**src/rtl/instr_encoder.sv**
```systemverilog
// instr_encoder: program loader that turns a stream of RISC-V instruction
// descriptors into RV32I machine words and writes them into instruction
// memory starting at word address 0. Each accepted descriptor produces one
// write cycle, so the loader moves one word every two clock cycles.

module instr_encoder #(
    parameter int ADDR_WIDTH = 8
) (
    input  logic                  clk,
    input  logic                  rst,
    input  logic                  start,
    input  logic                  in_valid,
    output logic                  in_ready,
    input  logic [2:0]            in_fmt,
    input  logic [6:0]            in_op,
    input  logic [4:0]            in_rd,
    input  logic [4:0]            in_rs1,
    input  logic [4:0]            in_rs2,
    input  logic [2:0]            in_funct3,
    input  logic [6:0]            in_funct7,
    input  logic [31:0]           in_imm,
    input  logic                  in_last,
    output logic                  mem_we,
    output logic [ADDR_WIDTH-1:0] mem_addr,
    output logic [31:0]           mem_wdata,
    output logic                  busy,
    output logic                  done,
    output logic                  err,
    output logic [ADDR_WIDTH:0]   count
);

    // Descriptor format codes
    localparam logic [2:0] FMT_R = 3'd0;
    localparam logic [2:0] FMT_I = 3'd1;
    localparam logic [2:0] FMT_S = 3'd2;
    localparam logic [2:0] FMT_B = 3'd3;
    localparam logic [2:0] FMT_U = 3'd4;
    localparam logic [2:0] FMT_J = 3'd5;

    // Highest word address; writing it without a final descriptor is an overflow
    localparam logic [ADDR_WIDTH-1:0] ADDR_MAX = {ADDR_WIDTH{1'b1}};
    localparam logic [ADDR_WIDTH-1:0] ADDR_ZERO = {ADDR_WIDTH{1'b0}};
    localparam logic [ADDR_WIDTH:0]   CNT_ZERO = {(ADDR_WIDTH+1){1'b0}};

    typedef enum logic [2:0] {
        ST_IDLE  = 3'd0,
        ST_RUN   = 3'd1,
        ST_WRITE = 3'd2,
        ST_DONE  = 3'd3,
        ST_ERR   = 3'd4
    } state_t;

    // Pack descriptor fields into a 32-bit word following the RV32I base formats
    function automatic logic [31:0] encode_word(
        input logic [2:0]  fmt,
        input logic [6:0]  op,
        input logic [4:0]  rd,
        input logic [4:0]  rs1,
        input logic [4:0]  rs2,
        input logic [2:0]  f3,
        input logic [6:0]  f7,
        input logic [31:0] imm
    );
        logic [31:0] w;
        w = 32'h0000_0000;
        case (fmt)
            FMT_R:   w = {f7, rs2, rs1, f3, rd, op};
            FMT_I:   w = {imm[11:0], rs1, f3, rd, op};
            FMT_S:   w = {imm[11:5], rs2, rs1, f3, imm[4:0], op};
            FMT_B:   w = {imm[12], imm[10:5], rs2, rs1, f3, imm[4:1], imm[11], op};
            FMT_U:   w = {imm[31:12], rd, op};
            FMT_J:   w = {imm[20], imm[10:1], imm[11], imm[19:12], rd, op};
            default: w = 32'h0000_0000;
        endcase
        return w;
    endfunction

    // A descriptor is legal when its format exists, the opcode is a 32-bit
    // encoding, and the immediate fits the field the format gives it
    function automatic logic desc_legal(
        input logic [2:0]  fmt,
        input logic [6:0]  op,
        input logic [31:0] imm
    );
        logic fmt_ok;
        fmt_ok = 1'b0;
        case (fmt)
            FMT_R:   fmt_ok = 1'b1;
            // 12-bit signed: bits 31..11 must all be copies of the sign
            FMT_I:   fmt_ok = (imm[31:11] == {21{imm[11]}});
            FMT_S:   fmt_ok = (imm[31:11] == {21{imm[11]}});
            // 13-bit signed, halfword aligned
            FMT_B:   fmt_ok = (imm[31:12] == {20{imm[12]}}) && (imm[0] == 1'b0);
            // Upper immediate carries no low bits
            FMT_U:   fmt_ok = (imm[11:0] == 12'h000);
            // 21-bit signed, halfword aligned
            FMT_J:   fmt_ok = (imm[31:20] == {12{imm[20]}}) && (imm[0] == 1'b0);
            default: fmt_ok = 1'b0;
        endcase
        return fmt_ok && (op[1:0] == 2'b11);
    endfunction

    state_t                  state_r;
    state_t                  next_state_s;
    logic [ADDR_WIDTH-1:0]   addr_r;
    logic [ADDR_WIDTH:0]     count_r;
    logic [ADDR_WIDTH-1:0]   mem_addr_r;
    logic [31:0]             mem_wdata_r;
    logic                    last_r;
    logic                    in_ready_r;
    logic                    busy_r;
    logic                    mem_we_r;
    logic                    done_r;
    logic                    err_r;
    logic                    hs_s;
    logic                    legal_s;
    logic                    start_ok_s;
    logic [31:0]             enc_word_s;

    assign in_ready  = in_ready_r;
    assign busy      = busy_r;
    assign mem_we    = mem_we_r;
    assign done      = done_r;
    assign err       = err_r;
    assign count     = count_r;
    assign mem_addr  = mem_addr_r;
    assign mem_wdata = mem_wdata_r;

    // Handshake, legality and encoding of the presented descriptor
    always_comb begin
        hs_s       = (state_r == ST_RUN) && in_valid;
        start_ok_s = start && ((state_r == ST_IDLE) || (state_r == ST_DONE) ||
                               (state_r == ST_ERR));
        legal_s    = desc_legal(in_fmt, in_op, in_imm);
        enc_word_s = encode_word(in_fmt, in_op, in_rd, in_rs1, in_rs2,
                                 in_funct3, in_funct7, in_imm);
    end

    // Next-state selection for the load sequencer
    always_comb begin
        next_state_s = state_r;
        case (state_r)
            ST_IDLE, ST_DONE, ST_ERR: begin
                if (start) begin
                    next_state_s = ST_RUN;
                end else begin
                    next_state_s = state_r;
                end
            end
            ST_RUN: begin
                if (hs_s) begin
                    if (legal_s) begin
                        next_state_s = ST_WRITE;
                    end else begin
                        next_state_s = ST_ERR;
                    end
                end else begin
                    next_state_s = ST_RUN;
                end
            end
            ST_WRITE: begin
                if (last_r) begin
                    next_state_s = ST_DONE;
                end else if (addr_r == ADDR_MAX) begin
                    next_state_s = ST_ERR;
                end else begin
                    next_state_s = ST_RUN;
                end
            end
            default: next_state_s = ST_IDLE;
        endcase
    end

    // State register
    always_ff @(posedge clk or posedge rst) begin
        if (rst) begin
            state_r <= ST_IDLE;
        end else begin
            state_r <= next_state_s;
        end
    end

    // Status and strobe outputs, registered from the upcoming state so they
    // line up exactly with the state they describe
    always_ff @(posedge clk or posedge rst) begin
        if (rst) begin
            in_ready_r <= 1'b0;
            busy_r     <= 1'b0;
            mem_we_r   <= 1'b0;
            done_r     <= 1'b0;
            err_r      <= 1'b0;
        end else begin
            in_ready_r <= (next_state_s == ST_RUN);
            busy_r     <= (next_state_s == ST_RUN) || (next_state_s == ST_WRITE);
            mem_we_r   <= (next_state_s == ST_WRITE);
            done_r     <= (next_state_s == ST_DONE);
            err_r      <= (next_state_s == ST_ERR);
        end
    end

    // Write address and word counter: cleared by an honoured start,
    // advanced once per write cycle
    always_ff @(posedge clk or posedge rst) begin
        if (rst) begin
            addr_r  <= ADDR_ZERO;
            count_r <= CNT_ZERO;
        end else if (start_ok_s) begin
            addr_r  <= ADDR_ZERO;
            count_r <= CNT_ZERO;
        end else if (state_r == ST_WRITE) begin
            addr_r  <= addr_r + ADDR_WIDTH'(1'b1);
            count_r <= count_r + (ADDR_WIDTH+1)'(1'b1);
        end else begin
            addr_r  <= addr_r;
            count_r <= count_r;
        end
    end

    // Capture the encoded word, its address and the last flag on a legal
    // handshake; the memory port holds these values between writes
    always_ff @(posedge clk or posedge rst) begin
        if (rst) begin
            mem_addr_r  <= ADDR_ZERO;
            mem_wdata_r <= 32'h0000_0000;
            last_r      <= 1'b0;
        end else if (hs_s && legal_s) begin
            mem_addr_r  <= addr_r;
            mem_wdata_r <= enc_word_s;
            last_r      <= in_last;
        end else begin
            mem_addr_r  <= mem_addr_r;
            mem_wdata_r <= mem_wdata_r;
            last_r      <= last_r;
        end
    end

endmodule

```
**config.mk**
```make
export PLATFORM = sky130hd
export DESIGN_NAME = instr_encoder
export DESIGN_NICKNAME = d
export VERILOG_FILES = /design/src/rtl/instr_encoder.sv
export SDC_FILE = /design/constraint.sdc
export NUM_CORES = 1
export LEC_CHECK = 0
export ABC_AREA = 1
export ABC_CLOCK_PERIOD_IN_PS = 2500
export CORE_MARGIN = 1
export CORE_UTILIZATION = 44
export DETAILED_ROUTE_END_ITERATION = 6
export PLACE_DENSITY = 0.88
export SLEW_MARGIN = 0
export SYNTH_ARGS = -nofsm -noshare
export SYNTH_HDL_FRONTEND = slang
export SYNTH_SLANG_ARGS = --single-unit
export TNS_END_PERCENT = 10
```
**constraint.sdc**
```tcl
create_clock -name clk -period 2.5 [get_ports clk]
set_input_delay 0.5 -clock clk [delete_from_list [all_inputs] [get_ports clk]]
set_output_delay 0.5 -clock clk [all_outputs]
set_load 0.01 [all_outputs]
```
Word level (Yosys, flattened, before mapping)
Cells that the tools add are included.
- $add $sub $neg: 2
- equal/unequal tests: 18
- muxes and demuxes: 12
- bitwise logic cells: 1
- reduce and logical (&&, ||, !) cells: 15
- operators with widths (kind ; count):
    32-bit case mux with 6 select lines ; 1
    20-bit == test ; 1
    19-bit == test ; 1
    3-bit by 2-bit == test with 1-bit output, second input constant ; 6
    9-bit two-way mux ; 2
    8-bit two-way mux ; 2
    3-bit two-way mux ; 5
    3-bit == test, second input constant ; 4
    12-bit zero test ; 1
    11-bit == test ; 1
    9-bit by 1-bit adder with 9-bit output, second input constant ; 1
    3-bit by 1-bit == test with 1-bit output, second input constant ; 3
    3-bit case mux with 3 select lines ; 1
    8-bit by 1-bit adder with 8-bit output, second input constant ; 1
    8-bit == test, second input constant ; 1
    1-bit logical AND ; 6
    3-bit zero test ; 2
    1-bit case mux with 5 select lines ; 1
    1-bit logical OR ; 3
    3-bit OR reduction ; 1
    2-bit == test, second input constant ; 1
    2-bit nonzero test ; 1
    2-bit OR reduction ; 1
    1-bit NOT ; 1
- register bits after elaboration: 66
- bits of input ports: 72
- output and inout bits: 54
- word-level logic and storage cells: 59

Depth between registers and ports, before layout
Gate-level depths: netlist (run 1).
- depth in word-level cells: 9
- gate-level depth with buffers: 15
- depth with buffers taken out: 13

Worst setup path after synthesis (run 1)
OpenSTA, ideal clock, no wires.
- path kind: input to register
- start: in in_fmt[2]
- end: reg mem_addr_r[0], in the netlist mem_addr[0]
- setup time: 0.117 ns
- arrival time: 1.692 ns
- data required time: 2.383 ns
- path slack: 0.690 ns
- stages: 14
- path through: buf_2 -> inv_2 -> nand3_1 -> nor2_1 -> nand2_1 -> nor2_1 -> nand3_1 -> nand2_1 -> nand2_1 -> nand2_2 -> nand3_4 -> buf_6 -> nand2_1 -> nand2_1
- word-level cells in the longest chain between the ends: 5
- elaborated cells between the ends (all ways): 10
- classes of those cells: eq/ne (5); mux (1); reduce/logical (4)
- ends and longest elaborated chain (element ; RTL line ; source):
    start: declaration ; 14 ; input logic [2:0] in_fmt,
    3-bit by 2-bit == test with 1-bit output / 3-bit by 1-bit == test with 1-bit output (equally long branches) ; 87 ; case (fmt)
    2-bit OR reduction (no line) ; -- ;
    1-bit case mux with 5 select lines (*) ; 87 ;
    1-bit logical AND (*) ; 100 ; return fmt_ok && (op[1:0] == 2'b11);
    1-bit logical AND (*) ; 226 ; end else if (hs_s && legal_s) begin
    end signal: assignment ; 227 ; mem_addr_r <= addr_r;
    end signal: assignment ; 231 ; mem_addr_r <= mem_addr_r;
    end: declaration ; 107 ; logic [ADDR_WIDTH-1:0] mem_addr_r;
Mark *: on every way between the ends. The rest lies on a longest branch, timed or not.
A chain may end at the register's enable or synchronous reset.

Worst setup path in the final report (run 1)
- start: in in_fmt[0]
- end: reg mem_addr_r[3], in the netlist mem_addr[3]
The elaborated chain is that of the path after synthesis.

==> flow_summary.json, run 1 <==
{
  "totalNegativeSetupSlack_ns": 0,
  "initial_utilization": 0.458,
  "die-area_mm2": 0.00901,
  "syn_area_mm2": 0.00380,
  "final_max_slew_viol_count": 0,
  "cp.required_ns": 2.73,
  "dp_hpwl_mm": 8.73,
  "cts.repair.resized": 0,
  "crit_family": "simple AND/OR/NAND/NOR gates",
  "syn_avg_cell_area_um2": 7.16,
  "syn_inst": 531,
  "design_area_mm2": 0.00544,
  "vias_per_cell": 5.33,
  "setup.worst_path.end_class": "flip-flop",
  "synth_edf_count": 0,
  "grt_util_met1": 0.311,
  "leakage_nw": 2.69,
  "setup_slack_ns": 0.348,
  "met2_usage": 0.436,
  "dpl_cell_area_mm2": 0.00525,
  "maxSlewHeadroom": 0.664,
  "vdd_ir_drop_max_mv": 0.211,
  "wl_per_cell_um": 14.1,
  "drt_iter0_drc": 308,
  "ys_ff_latch": 66,
  "pre_cts_ws_ns": 0.0263,
  "drc": 0,
  "drive_gt1_frac": 0.0657,
  "cts_tree": "built",
  "worst_path_max_delay_cell": "clkdlybuf4s50_1",
  "antenna_found_initial": 0,
  "setup_viol": 0,
  "powerDensity_mw_per_mm2": 510,
  "critPathMaxStageDelay_ns": 0.53,
  "async_reset_ff_frac": 1.00,
  "ios": 126,
  "synth-main-ff-cell": "dfrtp_1",
  "clk_latency_ns": 0.34,
  "tightest_slew_ns": 0.503,
  "min_period_over_period": 0.861,
  "routabilityCongestion": 0.943,
  "dr_total_vias": 4130,
  "numClockSinks": 66,
  "clk_pin_slew_ns": 0.06,
  "die_y_um": 94.9,
  "ctsHtreeMaxLevel": 3,
  "rsz0062_at_grt": "no",
  "max_freq_ghz": 0.465,
  "worst-setup-path-type": "in -> reg",
  "ys_seq_area_frac": 0.434,
  "routed_wl_mm": 10.9,
  "use_met3": 0.0467,
  "worstPathArrival_ns": 2.38,
  "syn_nets": 605,
  "synth_area_leaders": "dfrtp_1 43%, nand2_1 17%, nand4_1 7.7%",
  "postCtsSetupBuffers": 0,
  "core_mm2": 0.00830,
  "final_antenna_net_count": 0,
  "nets": 741,
  "outcome": "completed",
  "track_usage": 0.254,
  "crit_path_start_kind": "input port",
  "overflow": 0,
  "fin_crit_ns": 2.15,
  "cts-root-buf": "clkbuf_8",
  "path_buf_inv": 3,
  "grt_max_degree": 45,
  "crit_chain": "clkdlybuf4s50_1 > inv_1 > nor2_1 > nand2_1 > nor3b_1 > nand3_1 > nand2_1 > nand2_1 > nand2_2 > nand3_4 > buf_12 > nand2_1 > nand2_1",
  "yosys.area.top_type": "dfrtp_1",
  "maxCapViolCount": 0,
  "busiest_layer": "met2",
  "port_buffers": 125,
  "cts_buffers": 9,
  "yosys.cell_types.count": 31,
  "first_pass_iters": 4,
  "area_growth_pct": 43.2,
  "yosysWarnings": 0,
  "grt_pass1_vias": 4038,
  "hold_violations": 0,
  "fin_util": 0.656,
  "crit_fanout": 44,
  "hold_class": "reg -> reg",
  "total_power_mw": 2.77,
  "grt_pass1_wl_mm": 17.9,
  "n_antenna_cell": 0,
  "cts_buffer_depth": 2,
  "rows": 33,
  "fin_skew_ns": 0.00803,
  "synth_top_area_frac": 0.434,
  "crit_top_cell": "nand2_1",
  "cts_hold_buf": 0,
  "die_w_um": 94.9
}
flip-flops by register name, summed over array words and instances (netlist names):
signal and flops:
mem_wdata 32, count 9, addr_r 8, mem_addr 8, state_r 3, busy 1
done 1, err 1, in_ready 1, last_r 1, mem_we 1
power breakdown:
group | switching, mW | internal [mW] | total, mW
combinational | 0.346 | 0.341 | 0.687
sequential | 0.0542 | 1.16 | 1.21
clock | 0.375 | 0.500 | 0.875
metrics by stage:
| step | instances | hold WS, ns |
|---|---|---|
| floorplan | 531 | 0.442 |
| global placement | 761 | 0.445 |
| detailed placement | 761 | 0.449 |
| CTS | 775 | 0.467 |
| global route | 775 | 0.501 |
| finish | 775 | 0.463 |
layer usage:
| layer | vias to the layer above | share of wire |
|---|---|---|
| met5 | - | 0 |
| met4 | 0 | 0.026 |
| met3 | 29 | 0.068 |
| met2 | 177 | 0.49 |
| met1 | 1906 | 0.41 |
| li1 | 2018 | - |
final timing paths:
| kind | start | to | slack, ns | cells past startpoint |
|---|---|---|---|---|
| max | in_fmt[0] | mem_addr[3]$_DFFE_PP0N_ | 0.35 | 13 |
| min | mem_wdata[0]$_DFFE_PP0N_ | mem_wdata[0]$_DFFE_PP0N_ | 0.46 | 2 |
| max reg2reg | state_r[2]$_DFF_PP0_ | count[7]$_DFFE_PP0P_ | 0.71 | 7 |
| min reg2reg | mem_wdata[0]$_DFFE_PP0N_ | mem_wdata[0]$_DFFE_PP0N_ | 0.46 | 2 |
| max in group asynchronous | rst | count[8]$_DFFE_PP0P_ | 1.40 | 3 |
| min in group asynchronous | rst | mem_wdata[30]$_DFFE_PP0N_ | 0.51 | 2 |
synth_stat cells (6+ instances only):
cell type,count
nor3_1,14
clkbuf_1,8
nand4_1,47
o21ai_0,20
nand3_1,28
buf_2,6
nor2_1,46
a21oi_1,10
inv_1,70
dfrtp_1,66
nand2_1,176
cells by family after synthesis:
| kind of cell | share of synthesized area |
|---|---|
| AND/OR/NAND/NOR | 0.373 |
| buffers and inverters | 0.107 |
| AO/OA/AOI/OAI | 0.0797 |
| adder cells (fa/ha/maj) | 0.00658 |
| flip-flops | 0.434 |
cells in the final DEF (no fill, tap or decap), drive strengths merged:
cell             n
o22ai            1
nand3b           2
nand2          177
a22oi            2
bufinv           1
a211oi           1
o2111ai          1
o21ba            1
nand4           47
inv             72
dfrtp           66
clkdlybuf4s50  125
buf             21
ha               2
o21ai           20
o211ai           5
nor3            14
nand3           29
o221ai           5
nor3b            3
a31oi            1
a21oi           10
clkbuf          11
clkinv           3
a221oi           2
nor2            48
cell type report:
| type | instances | area, um^2 |
|---|---|---|
| clock buffers | 11 | 151 |
| clock inverters | 3 | 40.0 |
| fillers | 715 | 2860 |
| inverters | 73 | 274 |
| multi-input cells | 371 | 1750 |
| flip-flops and latches | 66 | 1650 |
| well taps | 105 | 131 |
| repair buffers | 146 | 1450 |
worst min-delay path, cell delays in order, from the launching register on:
cell,delay [ns]
dfrtp_1,0.34
inv_1,0.04
nand2_1,0.05
Note: power is estimated with default switching activity, not from simulation.
==> run 2: changes to the inputs <==
- CORE_UTILIZATION: 44 -> 40
- DONT_BUFFER_PORTS: default -> 1
- PLACE_DENSITY: 0.88 -> 0.65
==> run 2 against run 1 <==
Final cell count is 15% lower. Register-to-register slack worse by 0.26 ns. Sequential share of layout area is 9.6 points higher. Core utilization is 21 points lower. Global-route usage is 4.2 points lower. Largest power group unchanged. Largest cell class unchanged. Critical endpoint is now in_ready$_DFF_PP0_. First-iteration DRC count is 52% lower. Sequential cell count stayed put. Critical path depth is 7 lower. Clock power is 25% higher. Sequential power is 4% higher. Via count is 15% lower. Maximum frequency is 5.1% higher.
==> flow_summary.json, run 2 (synthesis gave the netlist of run 1 again) <==
{
  "nets": 602,
  "postCtsSetupBuffers": 0,
  "rows": 35,
  "drc": 0,
  "min_period_over_period": 0.819,
  "place_inst": 646,
  "final_antenna_net_count": 0,
  "fill_cells": 962,
  "crit_path_start_kind": "flip-flop",
  "crit_family": "simple AND/OR/NAND/NOR gates",
  "layout_common_cells": "176 x nand2_1, 69 x inv_1, 66 x dfrtp_1",
  "rsz0062_at_grt": "no",
  "tightest_slew_ns": 0.607,
  "track_usage": 0.213,
  "grt_pass1_vias": 3311,
  "vias_per_cell": 5.27,
  "cts_tree": "built",
  "layout_commonest_cell": "nand2_1",
  "dr_total_vias": 3491,
  "fin_skew_ns": 0.00948,
  "setup.worst_path.end_class": "flip-flop",
  "path_buf_inv": 0,
  "maxSlewHeadroom": 0.595,
  "ios": 126,
  "dpl_cell_area_mm2": 0.00390,
  "cts_hold_buf": 0,
  "first_pass_iters": 4,
  "grt_pass1_wl_mm": 16.4,
  "cts-root-buf": "clkbuf_8",
  "r2r_slack_ns": 0.45,
  "grt_max_degree": 45,
  "antenna_found_initial": 0,
  "core_mm2": 0.00924,
  "powerDensity_mw_per_mm2": 647,
  "worst-setup-path-type": "reg -> reg",
  "vdd_ir_drop_max_mv": 0.239,
  "n_antenna_cell": 0,
  "die_w_um": 99.5,
  "outcome": "completed",
  "dp_hpwl_mm": 7.68,
  "cts_buffers": 9,
  "final_max_slew_viol_count": 0,
  "final_cells": 662,
  "area_growth_pct": 8.89,
  "design_area_mm2": 0.00414,
  "timing.hold.ws_ns": 0.0752,
  "cp.required_ns": 2.73,
  "ctsHtreeMaxLevel": 3,
  "overflow": 0,
  "drive_gt1_frac": 0.0600,
  "leakage_nw": 2.17,
  "die-area_mm2": 0.00990,
  "routabilityCongestion": 0.968,
  "drt_iter0_drc": 147,
  "clk_latency_ns": 0.35,
  "hold_class": "in -> async",
  "maxCapViolCount": 0,
  "crit_fanout": 44,
  "totalNegativeSetupSlack_ns": 0,
  "fin_crit_ns": 2.05,
  "worstPathArrival_ns": 2.28,
  "largest_reg_flops": 32,
  "crit_chain": "nor2_1 > nand2_1 > nor2_2 > nand3_4 > nand2_1 > nor2_1",
  "worst_path_max_delay_cell": "nand3_4",
  "critPathMaxStageDelay_ns": 0.52,
  "die_y_um": 99.5,
  "setup_viol": 0,
  "cts_buffer_depth": 2,
  "cts.repair.resized": 0,
  "port_buffers": 0,
  "hold_violations": 0,
  "numClockSinks": 66,
  "clk_pin_slew_ns": 0.08,
  "max_freq_ghz": 0.489,
  "wl_per_cell_um": 15.3,
  "initial_utilization": 0.411,
  "routed_wl_mm": 10.1
}
-- run 2: cell types whose count changed in the layout (fill, tap and decap cells not counted), sizes merged --
cell           delta
clkdlybuf4s50   -125
buf              -14
bufinv            +2
clkbuf            -2
clkinvlp          +1
inv               +1
-- run 2: area by class of cell --
class / count / area (um^2) / share of cell area
repair buffers: 7 / 65.1 / 0.0157
flip-flops and latches: 66 / 1650 / 0.399
clock inverters: 7 / 116 / 0.0281
well taps: 129 / 161 / 0.0390
clock buffers: 9 / 124 / 0.0299
inverters: 73 / 274 / 0.0662
multi-input cells: 371 / 1750 / 0.422
-- run 2: per-layer routing --
metal,wire [um],global-route usage,vias to the layer above
li1,-,-,1735
met1,4380,0.275,1610
met2,4680,0.339,136
met3,894,0.0555,10
met4,142,0.0860,0
met5,0,0,-
-- run 2: path summary, 6_finish.rpt --
check,from,to,cells past startpoint
setup / recovery,state_r[2]$_DFF_PP0_,in_ready$_DFF_PP0_,6
hold / removal,rst,mem_wdata[4]$_DFFE_PP0N_,1
setup reg to reg,state_r[2]$_DFF_PP0_,in_ready$_DFF_PP0_,6
hold reg to reg,last_r$_DFFE_PP0N_,last_r$_DFFE_PP0N_,2
max in group asynchronous,rst,mem_wdata[15]$_DFFE_PP0N_,2
min in group clk,in_last,last_r$_DFFE_PP0N_,2
-- run 2: report_power, final --
| part | internal, mW | switching (mW) | leakage, nW | total (mW) |
|---|---|---|---|---|
| Combinational | 0.0989 | 0.233 | 1.15 | 0.332 |
| Clock | 0.662 | 0.426 | 0.120 | 1.09 |
| Sequential | 1.16 | 0.104 | 0.895 | 1.26 |
| Total | 1.92 | 0.763 | 2.17 | 2.68 |
-- run 2: worst register-to-register path: cells and delay by family (launching register included) --
family / cells / cell delay (ns)
flip-flops: 1 / 0.40
AND/OR/NAND/NOR: 6 / 1.54
-- run 2: per-stage QoR --
stage | util | total power, mW | worst slack, ns
2_1_floorplan | - | 1.52 | 0.345
3_3_place_gp | 0.422 | 1.61 | 0.358
3_5_place_dp | 0.422 | 1.62 | 0.317
4_1_cts | 0.448 | 2.71 | 0.438
5_1_grt | 0.448 | 2.80 | 0.200
6_report | 0.448 | 2.68 | 0.453
